--- config.mk ---
export PLATFORM = sky130hd
export DESIGN_NAME = mem_arbiter
export DESIGN_NICKNAME = d
export VERILOG_FILES = /design/src/rtl/mem_arbiter_pkg.sv /design/src/rtl/arb_select.sv /design/src/rtl/mem_arbiter.sv
export SDC_FILE = /design/constraint.sdc
export NUM_CORES = 1
export LEC_CHECK = 0
export BUFFER_PORTS_ARGS = -buffer_cell sky130_fd_sc_hd__buf_2
export CAP_MARGIN = 20
export CORE_MARGIN = 8
export CORE_UTILIZATION = 40
export CTS_CLUSTER_DIAMETER = 120
export DETAILED_ROUTE_END_ITERATION = 10
export GPL_ROUTABILITY_DRIVEN = 0
export PLACE_DENSITY = 0.86
export SKIP_CTS_REPAIR_TIMING = 1
export SKIP_LAST_GASP = 1
export SLEW_MARGIN = 20
export SYNTH_ARGS = -nofsm -noshare
export SYNTH_HDL_FRONTEND = slang
export SYNTH_SLANG_ARGS = --single-unit
--- constraint.sdc ---
create_clock -name clk -period 2 [get_ports clk]
set_input_delay 0.2 -clock clk [delete_from_list [all_inputs] [get_ports clk]]
set_output_delay 0.2 -clock clk [all_outputs]
set_load 0.02 [all_outputs]
--- src/rtl/mem_arbiter_pkg.sv ---
// rtl/mem_arbiter_pkg.sv - shared encodings and constants for the I/D memory arbiter
package mem_arbiter_pkg;

    typedef enum logic [1:0] {
        ST_IDLE  = 2'd0,
        ST_ISSUE = 2'd1,
        ST_RESP  = 2'd2
    } state_t;

    typedef enum logic {
        OWN_I = 1'b0,
        OWN_D = 1'b1
    } owner_t;

    // ramRData is valid this many cycles after ramRStrb; the ISSUE -> RESP
    // sequence is built around a value of 1.
    localparam int RAM_RD_LATENCY = 1;

endpackage

--- src/rtl/arb_select.sv ---
// rtl/arb_select.sv - winner selection between fetch (I) and data (D) requesters
// Ports:
//   clk, reset : clock, asynchronous active-low reset
//   i_req      : I request eligible for arbitration this cycle
//   d_req      : D request eligible for arbitration this cycle
//   d_block    : raw D request line (fixed priority lets it hold I off)
//   grant      : a transaction is being granted this cycle (pointer update)
//   win_valid  : some requester wins
//   win_d      : 1 = D wins, 0 = I wins
// Build option MEM_ARB_ROUND_ROBIN_EN: round-robin between simultaneous
// contenders; when undefined, D always beats I and no pointer exists.
module arb_select (
    input  logic clk,
    input  logic reset,
    input  logic i_req,
    input  logic d_req,
    input  logic d_block,
    input  logic grant,
    output logic win_valid,
    output logic win_d
);

`ifdef MEM_ARB_ROUND_ROBIN_EN
    // 1: D is preferred on the next tie, 0: I is preferred.
    logic ptr_d;

    always_ff @(posedge clk or negedge reset) begin
        if (!reset) begin
            ptr_d <= 1'b1;
        end else if (grant) begin
            ptr_d <= ~win_d;
        end
    end

    always_comb begin
        win_valid = i_req | d_req;
        win_d     = d_req;
        if (i_req && d_req) begin
            win_d = ptr_d;
        end
    end

    logic unused_block;
    assign unused_block = d_block;
`else
    // A pending D request starves I even while that D request is being
    // completed and is itself ineligible; I only gets in once dReq drops.
    assign win_valid = d_req | (i_req & ~d_block);
    assign win_d     = d_req;

    logic unused_ports;
    assign unused_ports = ^{clk, reset, grant};
`endif

endmodule

--- src/rtl/mem_arbiter.sv ---
// rtl/mem_arbiter.sv - two-requester (fetch/data) arbiter onto one single-port RAM
// Ports:
//   clk, reset                        : clock, asynchronous active-low reset
//   iReq, iAddr / iRData, iAck        : instruction-fetch request and response
//   dReq, dAddr, dWData, dWMask       : data load/store request (mask 0 = load)
//   dRData, dAck                      : data response
//   ramAddr, ramRStrb, ramWData,
//   ramWMask / ramRData               : shared RAM port
// Build option MEM_ARB_ROUND_ROBIN_EN selects round-robin instead of D-first
// priority (see arb_select).
module mem_arbiter
    import mem_arbiter_pkg::*;
(
    input  logic        clk,
    input  logic        reset,
    input  logic        iReq,
    input  logic [31:0] iAddr,
    output logic [31:0] iRData,
    output logic        iAck,
    input  logic        dReq,
    input  logic [31:0] dAddr,
    input  logic [31:0] dWData,
    input  logic [3:0]  dWMask,
    output logic [31:0] dRData,
    output logic        dAck,
    output logic [31:0] ramAddr,
    output logic        ramRStrb,
    output logic [31:0] ramWData,
    output logic [3:0]  ramWMask,
    input  logic [31:0] ramRData
);

    state_t      state;
    state_t      state_nx;
    owner_t      owner;
    logic [31:0] addr_q;
    logic [31:0] wdata_q;
    logic [3:0]  mask_q;

    logic elig_i;
    logic elig_d;
    logic win_valid;
    logic win_d;
    logic grant;
    logic is_read;

    // Nothing is eligible in ISSUE (one transaction outstanding); in RESP the
    // owner is being completed, so only the other side may be picked.
    assign elig_i = iReq && ((state == ST_IDLE) || ((state == ST_RESP) && (owner != OWN_I)));
    assign elig_d = dReq && ((state == ST_IDLE) || ((state == ST_RESP) && (owner != OWN_D)));
    assign grant  = win_valid;

    arb_select u_arb_select (
        .clk       (clk),
        .reset     (reset),
        .i_req     (elig_i),
        .d_req     (elig_d),
        .d_block   (dReq),
        .grant     (grant),
        .win_valid (win_valid),
        .win_d     (win_d)
    );

    always_ff @(posedge clk or negedge reset) begin
        if (!reset) begin
            state   <= ST_IDLE;
            owner   <= OWN_D;
            addr_q  <= 32'd0;
            wdata_q <= 32'd0;
            mask_q  <= 4'd0;
        end else begin
            state <= state_nx;
            if (grant) begin
                owner   <= win_d ? OWN_D : OWN_I;
                addr_q  <= win_d ? dAddr : iAddr;
                wdata_q <= win_d ? dWData : 32'd0;
                mask_q  <= win_d ? dWMask : 4'd0;
            end
        end
    end

    always_comb begin
        state_nx = state;
        case (state)
            ST_IDLE:  if (grant) state_nx = ST_ISSUE;
            ST_ISSUE: state_nx = ST_RESP;
            ST_RESP:  state_nx = grant ? ST_ISSUE : ST_IDLE;
            default:  state_nx = ST_IDLE;
        endcase
    end

    // Strobes decode straight from state so an asynchronous reset drops them
    // in the same instant.
    assign is_read  = (mask_q == 4'd0);
    assign ramAddr  = addr_q;
    assign ramWData = wdata_q;
    assign ramRStrb = (state == ST_ISSUE) && is_read;
    assign ramWMask = (state == ST_ISSUE) ? mask_q : 4'd0;

    assign iAck   = (state == ST_RESP) && (owner == OWN_I);
    assign dAck   = (state == ST_RESP) && (owner == OWN_D);
    assign iRData = (iAck && is_read) ? ramRData : 32'd0;
    assign dRData = (dAck && is_read) ? ramRData : 32'd0;

endmodule

# After elaboration in Yosys (flattened, before gate mapping)
# Index checks and enable logic that the tools add are counted.
[word_totals] ff_bits=71 input_bits=136 output_inout_bits=135
[classes] n_mux=10 n_bitwise=4 eq_ne=3 n_reduce_logical=11
[op_table] operator="$mux W32" count=4
[op_table] operator="$mux W4" count=2
[op_table] operator="$logic_and A1 B1 Y1" count=7
[op_table] operator="$pmux W2 S3" count=1
[op_table] operator="$logic_not A4 Y1" count=1
[op_table] operator="$eq A2 B1 Y1 const B" count=1
[op_table] operator="$eq A2 B2 Y1 const B" count=1
[op_table] operator="$logic_not A2 Y1" count=1
[op_table] operator="$logic_or A1 B1 Y1" count=2
[op_table] operator="$mux W1" count=2
[op_table] operator="$mux W2" count=1
[op_table] operator="$ne A2 B2 Y1 const B" count=1
[op_table] operator="$not A1 Y1" count=2
[op_table] operator="$and A1 B1 Y1" count=1
[op_table] operator="$or A1 B1 Y1" count=1

# Depth between registers and ports, before layout
[depth] ltp_word=8 mapped_depth=7 mapped_depth_nobuf=4

# By module
# A second synthesis with hierarchy kept.
[hier_totals] cells_unflattened=428 area_unflattened_um2=3809.9
[by_module_without_submodules] module="mem_arbiter" area_per_inst_um2=3791.1 seq_area_each_um2=1778.0 instances=1 cells_each=425
[by_module_without_submodules] module="arb_select" area_per_inst_um2=18.8 seq_area_each_um2=0.0 instances=1 cells_each=3

# Least setup slack after synthesis
# Ideal clock, no wire load.
[synth_timing] path_type="reg2out" start="reg mask_q[0]" end="out dRData[10]" stages_incl_launch_ff=5 n_path_buf=1 slack_ns=0.189 arrival_time_ns=1.611 cell_sequence="dfrtp_1 -> or4_1 -> nor3_2 -> clkbuf_1 -> and2_1"
[synth_via] elab_chain_cells=3
[synth_rtl] element="start, declared" line_no="mem_arbiter.sv:38" rtl="logic [3:0] mask_q;"
[synth_rtl] element="start signal, assigned" line_no="mem_arbiter.sv:77" rtl="mask_q <= win_d ? dWMask : 4'd0;"
[synth_rtl] element="$logic_not A4 Y1" line_no="mem_arbiter.sv:94" rtl="assign is_read = (mask_q == 4'd0);"
[synth_rtl] element="$logic_and A1 B1 Y1" line_no="mem_arbiter.sv:103" rtl="assign dRData = (dAck && is_read) ? ramRData : 32'd0;"
[synth_rtl] element="$mux W32" line_no="mem_arbiter.sv:103"
[synth_rtl] element="end, declared" line_no="mem_arbiter.sv:24" rtl="output logic [31:0] dRData,"
# Every way passes these cells.

# Final worst setup path
[layout_timing] start="reg mask_q[0]" end="out dRData[1]"
# The elaborated chain is that of the path after synthesis.

==> impl_metrics.py <==
metrics = {
    "logic_synthesis": {
        "synth_most_common_cell": "dfrtp_1",
        "yosysTopAreaCell": "dfrtp_1",
        "synth_nets": 417,
        "ys_ff_latch": 71,
        "synth_top_family_by_area": "multiplexers",
        "yosys.area_share.xor_xnor": 0,
        "synthFlopType": "dfrtp_1",
        "ys_seq_area_frac": 0.510,
        "synth_adder_area_share": 0,
        "synth-compound-area-share": 0.0962,
        "synth_top_area_frac": 0.502,
        "syn_inst": 281,
        "synth_edf_count": 0,
        "synth.mux.area_fraction": 0.204,
        "synth_area_um2": 3490,
        "synth_cell_type_count": 25,
        "synthArstFlopShare": 1.00,
        "synth_top_cells_by_area": "dfrtp_1 (50%), and2_1 (12%), mux2_2 (11%)",
        "syn_area_per_cell_um2": 12.4,
        "yosys-top-cells-count": "dfrtp_1 (70), and2_1 (68), a22o_1 (36), mux2_2 (34), mux2_1 (27)",
        "ys.warnings.count": 0,
        "yosys.area_share.simple": 0.150,
    },
    "clock_network": {
        "cts_sinks": 71,
        "cts-root-buf": "clkbuf_8",
        "clk_pin_slew_ps": 80,
        "cts_max_level": 3,
        "clkLatencyLatePin_ps": 340,
        "numCtsBuffers": 9,
        "cts_tree": "yes",
        "cts.path.max_buffers": 2,
    },
    "detailed_routing": {
        "post-route-drc-count": 0,
        "ant_nets": 0,
        "drtPass1Iterations": 4,
        "wl_per_cell_um": 17.7,
        "num_vias": 3261,
        "routed_via_density": 4.87,
        "wl_um": 11900,
        "drt_iter0_drc": 140,
    },
    "sta": {
        "rsz0062_at_grt": "yes",
        "hold_viol": 0,
        "setup_tns_ps": -10760,
        "finClkSkew_ps": 7.58,
        "fmax_mhz": 453,
        "min_period_over_period": 1.10,
        "relSlewSlack": 0.753,
        "fin_crit_ps": 2210,
        "setup_viol": 64,
        "timing.final.ws_setup_ps": -206,
        "worst_pin_slew_ps": 371,
        "final_max_slew_viol_count": 0,
        "timing.hold.ws_ps": 79.0,
    },
    "pwr": {
        "power_frac_comb": 0.506,
        "internal_power_w": 0.00473,
        "swShare": 0.408,
        "power_density_nw_per_um2": 1510,
        "seq_power_share": 0.320,
        "ir_worst_vdd_mv": 0.984,
        "leakagePower_nw": 2.94,
        "switchingPower_w": 0.00326,
        "pwr-share-clk": 0.174,
    },
    "final_layout": {
        "regArea_um2": 1780,
        "finalNetCount": 690,
        "instances_no_fill": 669,
        "nFillCells": 748,
        "synthToLayoutAreaGrowth_pct": 51.5,
        "multiInputGateArea_um2": 1580,
        "post-route-util": 0.615,
        "drive_above_1_share": 0.614,
    },
    "worst_hold_path": {
        "hold_class": "input pin to flop",
    },
    "run_status": {
        "violations": "negative setup slack",
        "status": "finished, violations left",
    },
    "floorplanning": {
        "io_pins": 271,
        "die_h_um": 109,
        "die_x_um": 109,
        "rows": 34,
        "core_um2": 8590,
        "start_util": 0.406,
        "die_area_um2": 12000,
    },
    "setup_path": {
        "crit_chain": "or4_4, nor3_4, buf_12, and2_1, buf_2",
        "cp_max_fo": 32,
        "cpPeakStageDelay_ps": 580,
        "worstSetupEndpointType": "primary output",
        "cp-start-kind": "flop",
        "cp.arrival_ps": 2010,
        "cp.required_ps": 1800,
        "cp_slowest_cell": "or4_4",
        "worstSetupPathType": "flop to primary output",
    },
    "placement": {
        "dpl.cell_count": 650,
        "hpwl_um": 9640,
        "place_ws_ps": 50.7,
        "numPortBuffers": 270,
    },
    "global_routing": {
        "grt_max_degree": 72,
        "grt_remaining_overflow": 0,
        "grt_pass1_wl_um": 17500,
        "antenna_found_initial": 3,
        "grt_pass1_vias": 3633,
        "grt_usage": 0.187,
    },
    "flow_run": {
        "max_cap_viol_count": 0,
    },
}
-- layout by cell type (no fill, tap or decap), drive strengths merged --
cell,n
buf,284
dfrtp,70
and2,68
mux2,62
a22o,36
clkbuf,9
nor2,4
nand2,3
bufinv,3
diode,2
nor2b,2
a21oi,2
nor3,2
inv,2
clkinv,2
nand2b,1
or4,1
nand3b,1
nand3,1
mux2i,1
and3b,1
a311o,1
clkinvlp,1
dlygate4sd3,1
dfstp,1
-- critical path: cells and delay by family, from the launching register on --
family                 cells  cell delay (ps)
buffers and inverters      2              350
and+or+nand+nor            3              910
DFF                        1              400
-- path summary, 6_finish.rpt --
kind | startpoint | end | slack (ps) | depth (start not counted)
min reg2reg | ramWData[17] | ramWData[17] | 500 | 1
max reg2reg | owner | ramAddr[8] | 150 | 5
min | dWData[20] | ramWData[20] | 80 | 2
max | mask_q[0] | dRData[1] | -210 | 5
max in group asynchronous | reset | owner | 1280 | 3
min in group asynchronous | reset | ramAddr[9] | 410 | 3
-- routing by layer --
layer	routed length [um]	vias up	GRT usage
li1	-	1525	-
met1	3960	1554	0.184
met2	6340	159	0.343
met3	1340	21	0.0721
met4	207	2	0.0752
met5	13	-	0
-- metrics by stage --
step,cell area (um^2),total power [W]
floorplan,3490,0.00514
global placement,5010,0.00648
detailed placement,5010,0.00664
CTS,5250,0.00807
global route,5280,0.00845
finish,5280,0.00799
-- cell families (layout without fill, tap and decap cells) --
group	after synthesis	count (layout)
other	0	2
buffers and inverters	24	302
flip-flops	71	71
AO/OA/AOI/OAI	39	39
AND/OR/NAND/NOR	84	84
multiplexers	63	63
-- area by class of cell --
type,instances,share of cell area
multi-input cells,186,0.299
flip-flops and latches,71,0.336
well taps,108,0.0256
inverters,1,0.000710
diodes,2,0.000947
clock inverters,7,0.0227
repair buffers,285,0.291
clock buffers,9,0.0234
-- registers in the layout, summed over array words and instances, names as in the netlist --
signal and flops:
ramAddr 32, ramWData 32, mask_q 4, state 2, owner 1
-- power groups by stage --
stage          sequential (W)  combinational, W  clock [W]
2_1_floorplan         0.00332           0.00182          0
5_1_grt               0.00265           0.00431    0.00149
6_report              0.00256           0.00405    0.00139
3_5_place_dp          0.00256           0.00408          0
3_3_place_gp          0.00251           0.00397          0
4_1_cts               0.00255           0.00409    0.00143
No activity file was read; power rests on OpenSTA's default activity.
